`config.mk`:
```
export PLATFORM = sky130hd
export DESIGN_NAME = i2c_slave_ctrl_rw
export DESIGN_NICKNAME = d
export VERILOG_FILES = /design/src/rtl/i2c_slave_ctrl_rw.sv
export SDC_FILE = /design/constraint.sdc
export NUM_CORES = 1
export LEC_CHECK = 0
export CAP_MARGIN = 0
export CORE_MARGIN = 2
export CORE_UTILIZATION = 45
export CTS_BUF_LIST = sky130_fd_sc_hd__clkbuf_4
export CTS_CLUSTER_SIZE = 10
export DETAILED_ROUTE_END_ITERATION = 6
export PLACE_DENSITY = 0.86
export SYNTH_ARGS = -nofsm -noshare
export SYNTH_HDL_FRONTEND = slang
export SYNTH_SLANG_ARGS = --single-unit
export TNS_END_PERCENT = 10
```
`constraint.sdc`:
```
create_clock -name clk -period 1.6 [get_ports clk]
set_clock_uncertainty 0.05 [all_clocks]
set_input_delay 0.4 -clock clk [delete_from_list [all_inputs] [get_ports clk]]
set_output_delay 0.4 -clock clk [all_outputs]
set_load 0.02 [all_outputs]
```
`src/rtl/i2c_slave_ctrl_rw.sv`:
```
// I2C slave transaction controller with register pointer: master-write loads the
// pointer then writes a limited burst, master-read streams bytes from the pointer.
module i2c_slave_ctrl_rw #(
  parameter int PTR_WIDTH = 4,
  parameter int MAX_BURST = 8
) (
  input  logic                 clk,
  input  logic                 rst,
  input  logic                 start_found,
  input  logic                 stop_found,
  input  logic                 byte_received,
  input  logic                 ack_prep,
  input  logic                 check_ack,
  input  logic                 ack_done,
  input  logic                 rw_mode,
  input  logic                 address_match,
  input  logic                 sda_in,
  input  logic [7:0]           rx_data,
  output logic                 rx_enable,
  output logic                 tx_enable,
  output logic [1:0]           sda_mode,
  output logic                 load_data,
  output logic                 write_enable,
  output logic                 read_enable,
  output logic [PTR_WIDTH-1:0] ptr,
  output logic                 busy
);

  localparam logic [7:0] MAX_BURST_C = 8'(MAX_BURST);

  localparam logic [1:0] SDA_RELEASE = 2'b00;
  localparam logic [1:0] SDA_ACK     = 2'b01;
  localparam logic [1:0] SDA_NACK    = 2'b10;
  localparam logic [1:0] SDA_TX      = 2'b11;

  typedef enum logic [4:0] {
    IDLE, START_RCVD, CHECK_ADDR, SEND_NACK, ACK_ADDR_W, RX_PTR, LOAD_PTR,
    ACK_PTR, RX_DATA, WRITE_DATA, ACK_DATA, ACK_ADDR_R, LOAD_DATA, SEND_BYTE,
    CHECK_ACK, INC_PNTR, ACK_RCVD, NACK_RCVD, WAIT_MASTER
  } state_t;

  state_t               state_q, state_d;
  logic [PTR_WIDTH-1:0] ptr_q, ptr_d;
  logic [7:0]           burst_q, burst_d;

  // Only the low PTR_WIDTH bits of a pointer byte are meaningful.
  logic rx_data_unused;
  assign rx_data_unused = ^rx_data;

  always_ff @(posedge clk) begin
    if (rst) begin
      state_q <= IDLE;
      ptr_q   <= '0;
      burst_q <= '0;
    end else begin
      state_q <= state_d;
      ptr_q   <= ptr_d;
      burst_q <= burst_d;
    end
  end

  always_comb begin
    state_d      = state_q;
    ptr_d        = ptr_q;
    burst_d      = burst_q;
    rx_enable    = 1'b0;
    tx_enable    = 1'b0;
    sda_mode     = SDA_RELEASE;
    load_data    = 1'b0;
    write_enable = 1'b0;
    read_enable  = 1'b0;

    case (state_q)
      IDLE: begin
        if (start_found) state_d = START_RCVD;
      end
      START_RCVD: begin
        rx_enable = 1'b1;
        burst_d   = '0;
        if (byte_received) state_d = CHECK_ADDR;
      end
      CHECK_ADDR: begin
        if (!address_match) state_d = SEND_NACK;
        else if (rw_mode)   state_d = ACK_ADDR_R;
        else                state_d = ACK_ADDR_W;
      end
      SEND_NACK: begin
        sda_mode = SDA_NACK;
        if (ack_done) state_d = IDLE;
      end
      ACK_ADDR_W: begin
        sda_mode = SDA_ACK;
        if (ack_done) state_d = RX_PTR;
      end
      RX_PTR: begin
        rx_enable = 1'b1;
        if (byte_received) state_d = LOAD_PTR;
      end
      LOAD_PTR: begin
        ptr_d   = rx_data[PTR_WIDTH-1:0];
        state_d = ACK_PTR;
      end
      ACK_PTR: begin
        sda_mode = SDA_ACK;
        if (ack_done) state_d = RX_DATA;
      end
      RX_DATA: begin
        rx_enable = 1'b1;
        if (byte_received) begin
          // The byte past the burst limit is refused without a write.
          if (burst_q >= MAX_BURST_C) state_d = SEND_NACK;
          else                        state_d = WRITE_DATA;
        end
      end
      WRITE_DATA: begin
        write_enable = 1'b1;
        ptr_d        = ptr_q + PTR_WIDTH'(1);
        if (burst_q < MAX_BURST_C) burst_d = burst_q + 8'd1;
        state_d      = ACK_DATA;
      end
      ACK_DATA: begin
        sda_mode = SDA_ACK;
        if (ack_done) state_d = RX_DATA;
      end
      ACK_ADDR_R: begin
        sda_mode = SDA_ACK;
        if (ack_done) state_d = LOAD_DATA;
      end
      LOAD_DATA: begin
        load_data = 1'b1;
        state_d   = SEND_BYTE;
      end
      SEND_BYTE: begin
        tx_enable = 1'b1;
        sda_mode  = SDA_TX;
        if (ack_prep) state_d = CHECK_ACK;
      end
      CHECK_ACK: begin
        if (check_ack) state_d = sda_in ? NACK_RCVD : INC_PNTR;
      end
      INC_PNTR: begin
        read_enable = 1'b1;
        ptr_d       = ptr_q + PTR_WIDTH'(1);
        state_d     = ACK_RCVD;
      end
      ACK_RCVD: begin
        if (ack_done) state_d = LOAD_DATA;
      end
      NACK_RCVD: begin
        if (ack_done) state_d = WAIT_MASTER;
      end
      WAIT_MASTER: begin
        state_d = WAIT_MASTER;
      end
      default: state_d = IDLE;
    endcase

    // Bus-level stop/start override whatever the current state decided.
    if (state_q != IDLE) begin
      if (stop_found)       state_d = IDLE;
      else if (start_found) state_d = START_RCVD;
    end
  end

  assign ptr  = ptr_q;
  assign busy = (state_q != IDLE);

endmodule

```
==> results of run 1 <==
==> registers in the layout, summed over array words and instances (netlist names) <==
signal / cells
burst_q: 8
state_q: 5
ptr: 4
==> placed cells by master, fill, tap and decap left out, types with 6 or more instances in the layout <==
cell and n:
dfxtp_1 12, o21ai_0 6, nand2_1 19, clkdlybuf4s50_1 14
buf_4 50, nand3_1 9, buf_6 9, a21oi_1 14
nor2_1 14
==> synth_stat cells (all sizes together) (2+ instances only) <==
cell type | count | area (sq um)
nand2 | 21 | 78.8
nor2 | 20 | 77.6
dfxtp | 17 | 340
a21oi | 15 | 75.1
buf | 11 | 63.8
nand3 | 9 | 45.0
nor3 | 8 | 50.1
o21ai | 8 | 40.0
nand2b | 7 | 43.8
nor2b | 7 | 43.8
a311oi | 5 | 43.8
a31oi | 5 | 31.3
and2 | 4 | 25.0
inv | 4 | 15.0
nand3b | 4 | 30.0
nor4 | 4 | 46.3
a211oi | 3 | 22.5
a21o | 3 | 22.5
ha | 3 | 37.5
and3 | 2 | 12.5
clkbuf | 2 | 7.51
mux2i | 2 | 20.0
o31ai | 2 | 15.0
xor2 | 2 | 17.5
==> where the power goes <==
group	internal (uW)	switching, uW	total [uW]	leakage [uW]
logic	165	154	319	0.000736
clock network	93.1	150	243	0.0000177
registers	425	14.7	440	0.000141
total	684	318	1000	0.000894
==> worst reg2reg max path, delay by kind of cell (launching register included) <==
family	cells	cell delay [ns]
and+or+nand+nor	3	0.81
muxes	1	0.20
buffers and inverters	2	0.32
DFF	1	0.40
==> per-stage QoR <==
step / worst slack [ns] / hold slack (ns)
2_1_floorplan: -0.115 / 0.381
3_3_place_gp: -0.466 / 0.395
3_5_place_dp: -0.510 / 0.420
4_1_cts: -0.234 / 0.450
5_1_grt: -0.306 / 0.465
6_report: -0.284 / 0.447
==> logic make-up (layout without fill, tap and decap cells) <==
kind of cell	after synthesis	count (layout)	share of synthesized area
AOI/OAI and AO/OA	52	52	0.252
and+or+nand+nor	93	93	0.378
adders and majority gates	3	3	0.0277
xor gates and xnor gates	2	2	0.0129
muxes	2	2	0.0148
buffers and inverters	17	86	0.0637
DFF	17	17	0.251
==> how the worst max path moves through the flow <==
| stage | slack, ns | cells past startpoint | end |
|---|---|---|---|
| 5_1_grt | -0.31 | 6 | burst_q[1] |
| 3_5_place_dp | -0.51 | 4 | sda_mode[0] |
| 4_1_cts | -0.23 | 5 | rx_enable |
| 3_3_place_gp | -0.47 | 4 | sda_mode[0] |
| 2_1_floorplan | -0.12 | 5 | sda_mode[0] |
| 6_report | -0.28 | 6 | burst_q[1] |
==> timing repair <==
item | CTS | global route
setup endpoints to repair | 29 | 21
gates resized for setup | 72 | 26
cloned | 0 | 0
pin swaps | 7 | 10
buffers inserted | 4 | 5
==> cell type report <==
cell class	instances	area (sq um)	area share
multi-input cells	152	1090	0.495
repair buffers	78	672	0.305
flip-flops and latches	17	357	0.162
well taps	31	38.8	0.0176
clock buffers	3	22.5	0.0102
inverters	4	15.0	0.00683
clock inverters	1	5.00	0.00228
==> metal layers <==
metal	part of all wire	wire (um)
met1	0.39	1870
met2	0.49	2340
met3	0.082	396
met4	0.041	198
met5	0	0
==> results.cfg, run 1 <==
[outcome]
status = finished with violations
violations = DRC, setup timing

[cells_and_area]
diodes = 0
fin_util = 0.784
layout-drive-gt1-share = 0.396
final_cells = 286
design_area_sq_um = 2200
num-fill-cells = 205
finalNetCount = 278
syn_to_final_growth_pct = 62.2

[yosys]
ys_warn_count = 0
yosysUniqueCellTypes = 48
synth-edff-count = 0
synthCells = 186
ys.flop_type = dfxtp_1
seq_area_frac_synth = 0.251
async_flop_share = 0
syn-num-nets = 208
ys_ff_latch = 17
syn_area_sq_um = 1360
syn_area_per_cell_sq_um = 7.29

[cts]
cts_num_sinks = 17
hold_buffers = 0
htreeDepth = 1
cts_buffer_depth = 2
cts_root_buffer = clkbuf_4
clock_latency_ns = 0.30
cts-buffers-inserted = 3
cts_tree = yes
path_clk_slew_ns = 0.11

[drt]
wl_per_cell_um = 16.8
viasPerCell = 6.18
remaining_drc_errors = 3
finalWirelength_um = 4800
vias = 1767
first_pass_iters = 6
drt-initial-drc-count = 119
postRouteAntennaNets = 0

[timing]
setup-tns-final_ns = -2.99
max_freq_mhz = 531
timing.final.crit_share = 1.18
maxSlewViolCount = 0
setup_slack_ns = -0.284
post-route-min-period_ns = 1.88
finalSetupViolCount = 17
maxSlewHeadroom = 0.741
finalHoldViolations = 0
grt_setup_unrepaired = yes
worst_pin_slew_ns = 0.383

[global_route]
gr-total-overflow = 0
grt_util_met2 = 0.460
gr-usage-met1 = 0.346
grtUsageMet3 = 0.0440
grt_start_max_net_pins = 18
antenna_found_initial = 0
track_usage = 0.278
grt_pass1_wl_um = 7340
grt.busiest_layer = met2
grt_pass1_vias = 1660

[run]
maxCapViolCount = 0

[floorplan]
initial_core_util = 0.483
die_width_um = 58.9
dieArea_sq_um = 3470
ioPinCount = 31
die_h_um = 58.9
coreArea_sq_um = 2810
rows = 19

[critical_path]
critical_path.n_buffers_inverters = 2
start_kind = register
critical_path.max_fanout = 6
path_class = register to register
r2r_end = burst_q[1]
required_ns = 1.75
critPathTopFamily = simple AND/OR/NAND/NOR gates
ff2ff_setup_slack_ns = -0.28
cp-end-kind = register
crit_start = state_q[3]
crit_slowest_cell = or3b_4
max_stage_delay_ns = 0.41
path_cells = or3b_4 -> buf_6 -> nor4_4 -> buf_4 -> mux2i_1 -> nor2_1
timing.rr.start = state_q[3]
r2r_cells = 6
crit_arrival_ns = 2.03

[place]
hpwl_um = 3270
gp_congestion = 0.912
io_buffers = 26
placed_area_sq_um = 1940
dp.cells = 273

[worst_hold_path]
hp-start = burst_q[4]
hold-path-cell-count = 1
hold_class = register to register
hold_end = burst_q[4]

[pwr]
ir_drop_v = 0.000578
total_power_uw = 1000
power.leakage_uw = 0.000894
p_per_area_nw_per_um2 = 455
No activity file was read; power rests on OpenSTA's default activity.
==> run 2: changes to the inputs <==
--- a/config.mk
+++ b/config.mk
@@ -6,9 +6,11 @@
 export NUM_CORES = 1
 export LEC_CHECK = 0
 export CAP_MARGIN = 0
+export CORE_ASPECT_RATIO = 1.75
 export CORE_MARGIN = 2
 export CORE_UTILIZATION = 45
 export CTS_BUF_LIST = sky130_fd_sc_hd__clkbuf_4
+export CTS_CLUSTER_DIAMETER = 150
 export CTS_CLUSTER_SIZE = 10
 export DETAILED_ROUTE_END_ITERATION = 6
 export PLACE_DENSITY = 0.86
==> run 2 against run 1 <==
  * The run ends with setup timing left
  * Sequential share of layout area down 0.18 points
  * Wire length is 1.0% higher
  * Setup slack gained 0.028 ns
==> results.cfg, run 2 (synthesis gave the netlist of run 1 again) <==
[outcome]
status = finished with violations
violations = setup timing

[critical_path]
required_ns = 1.15
start_kind = register
timing.rr.start = burst_q[6]
crit_arrival_ns = 1.41
r2r_end = burst_q[2]
ff2ff_setup_slack_ns = -0.12
critical_path.max_fanout = 5
path_class = register to output port
cp-end-kind = output port
r2r_cells = 5

[pwr]
power.leakage_uw = 0.000915
swShare = 0.315
p_per_area_nw_per_um2 = 458
power.internal_uw = 698
seqPwrFrac = 0.430
pwr-share-comb = 0.335
p_clk_frac = 0.235
p_switching_uw = 322
ir_drop_v = 0.000495
total_power_uw = 1020

[cts]
cts_root_buffer = clkbuf_4
cts-buffers-inserted = 3
cts_num_sinks = 17
path_clk_slew_ns = 0.11
clock_latency_ns = 0.30
htreeDepth = 1
cts_tree = yes
cts_buffer_depth = 2
hold_buffers = 0

[timing]
timing.final.crit_share = 1.16
max_freq_mhz = 539
setup_slack_ns = -0.257
grt_setup_unrepaired = yes
maxSlewViolCount = 0
post-route-min-period_ns = 1.86
finalSetupViolCount = 16
worst_pin_slew_ns = 0.350
maxSlewHeadroom = 0.765
finalHoldViolations = 0

[cells_and_area]
diodes = 0
design_area_sq_um = 2220
layout-drive-gt1-share = 0.409
syn_to_final_growth_pct = 64.0
top_register = burst_q
layout_commonest_cell = buf_4
layout_common_cells = buf_4 (50), nand2_1 (17), nor2_1 (14), a21oi_1 (14), clkdlybuf4s50_1 (14)
finalNetCount = 280
fin_util = 0.768
largest_reg_flops = 8

[place]
hpwl_um = 3500
gp_congestion = 1.05
io_buffers = 26
placed_area_sq_um = 1980

[drt]
postRouteAntennaNets = 0
highest_layer = met4
wl_per_cell_um = 17.0
met1_length_um = 1710
met2_wirelength_um = 2640
finalWirelength_um = 4850
wl_met3_um = 200
viasPerCell = 6.07
drt-initial-drc-count = 82
remaining_drc_errors = 0
first_pass_iters = 4
vias = 1731

[floorplan]
die_h_um = 76.6
die_width_um = 45.5
coreArea_sq_um = 2900
ioPinCount = 31
dieArea_sq_um = 3490
initial_core_util = 0.468
rows = 26

[global_route]
track_usage = 0.299
grt_start_max_net_pins = 15
antenna_found_initial = 0
gr-total-overflow = 0
grt_pass1_wl_um = 7860
grt_pass1_vias = 1709

[worst_hold_path]
hold-path-cell-count = 1
hold_class = register to register
hp-start = burst_q[4]
hold_end = burst_q[4]

[run]
maxCapViolCount = 0
-- run 2: area by class of cell --
type                            count  area [sq um]
Timing Repair Buffer               80           693
Clock inverter                      1          5.00
Fill cell                         207           671
Tap cell                           28          35.0
Inverter                            4          15.0
Sequential cell                    17           357
Multi-Input combinational cell    152          1100
Clock buffer                        3          22.5
-- run 2: repair_timing --
action | 4_1_cts | 5_1_grt
endpoints found under the setup margin | 29 | 21
gates resized for setup | 89 | 10
pin swaps | 9 | 6
setup buffers | 5 | 0
-- run 2: metrics by stage --
step                      hold slack [ns]  TNS [ns]  instances  setup WS [ns]
after global placement              0.393     -5.10        276         -0.480
after floorplan                     0.381    -0.253        186         -0.115
final                               0.424     -2.07        285         -0.257
after detailed placement            0.397     -5.79        276         -0.529
after global routing                0.455     -3.33        285         -0.307
after CTS                           0.428     -1.75        285         -0.204
-- run 2: metal layers --
layer  up-vias  global-route usage
met1       819               0.323
met5         -                   0
met3        30              0.0308
li1        814                   -
met4         0               0.159
met2        68               0.527
-- run 2: power groups by stage --
stage / Sequential [uW] / Clock, uW / Combinational (uW)
6_report: 439 / 240 / 341
5_1_grt: 439 / 263 / 362
4_1_cts: 436 / 244 / 326
3_5_place_dp: 449 / 0 / 289
3_3_place_gp: 449 / 0 / 285
2_1_floorplan: 442 / 0 / 133
-- run 2: how the worst max path moves through the flow --
| stage | from | endpoint | cells past startpoint |
|---|---|---|---|
| 4_1_cts | state_q[3] | sda_mode[0] | 5 |
| 6_report | state_q[3] | sda_mode[0] | 5 |
| 2_1_floorplan | state_q[1] | sda_mode[0] | 5 |
| 3_3_place_gp | state_q[2] | sda_mode[0] | 4 |
| 5_1_grt | state_q[3] | sda_mode[0] | 5 |
| 3_5_place_dp | state_q[2] | sda_mode[0] | 4 |
-- run 2: worst max-delay path, stage by stage (launching register included) --
cell	delay (ns)
dfxtp_4	0.38
buf_6	0.14
nor2b_4	0.13
nand2_2	0.08
a311oi_4	0.23
buf_6	0.16
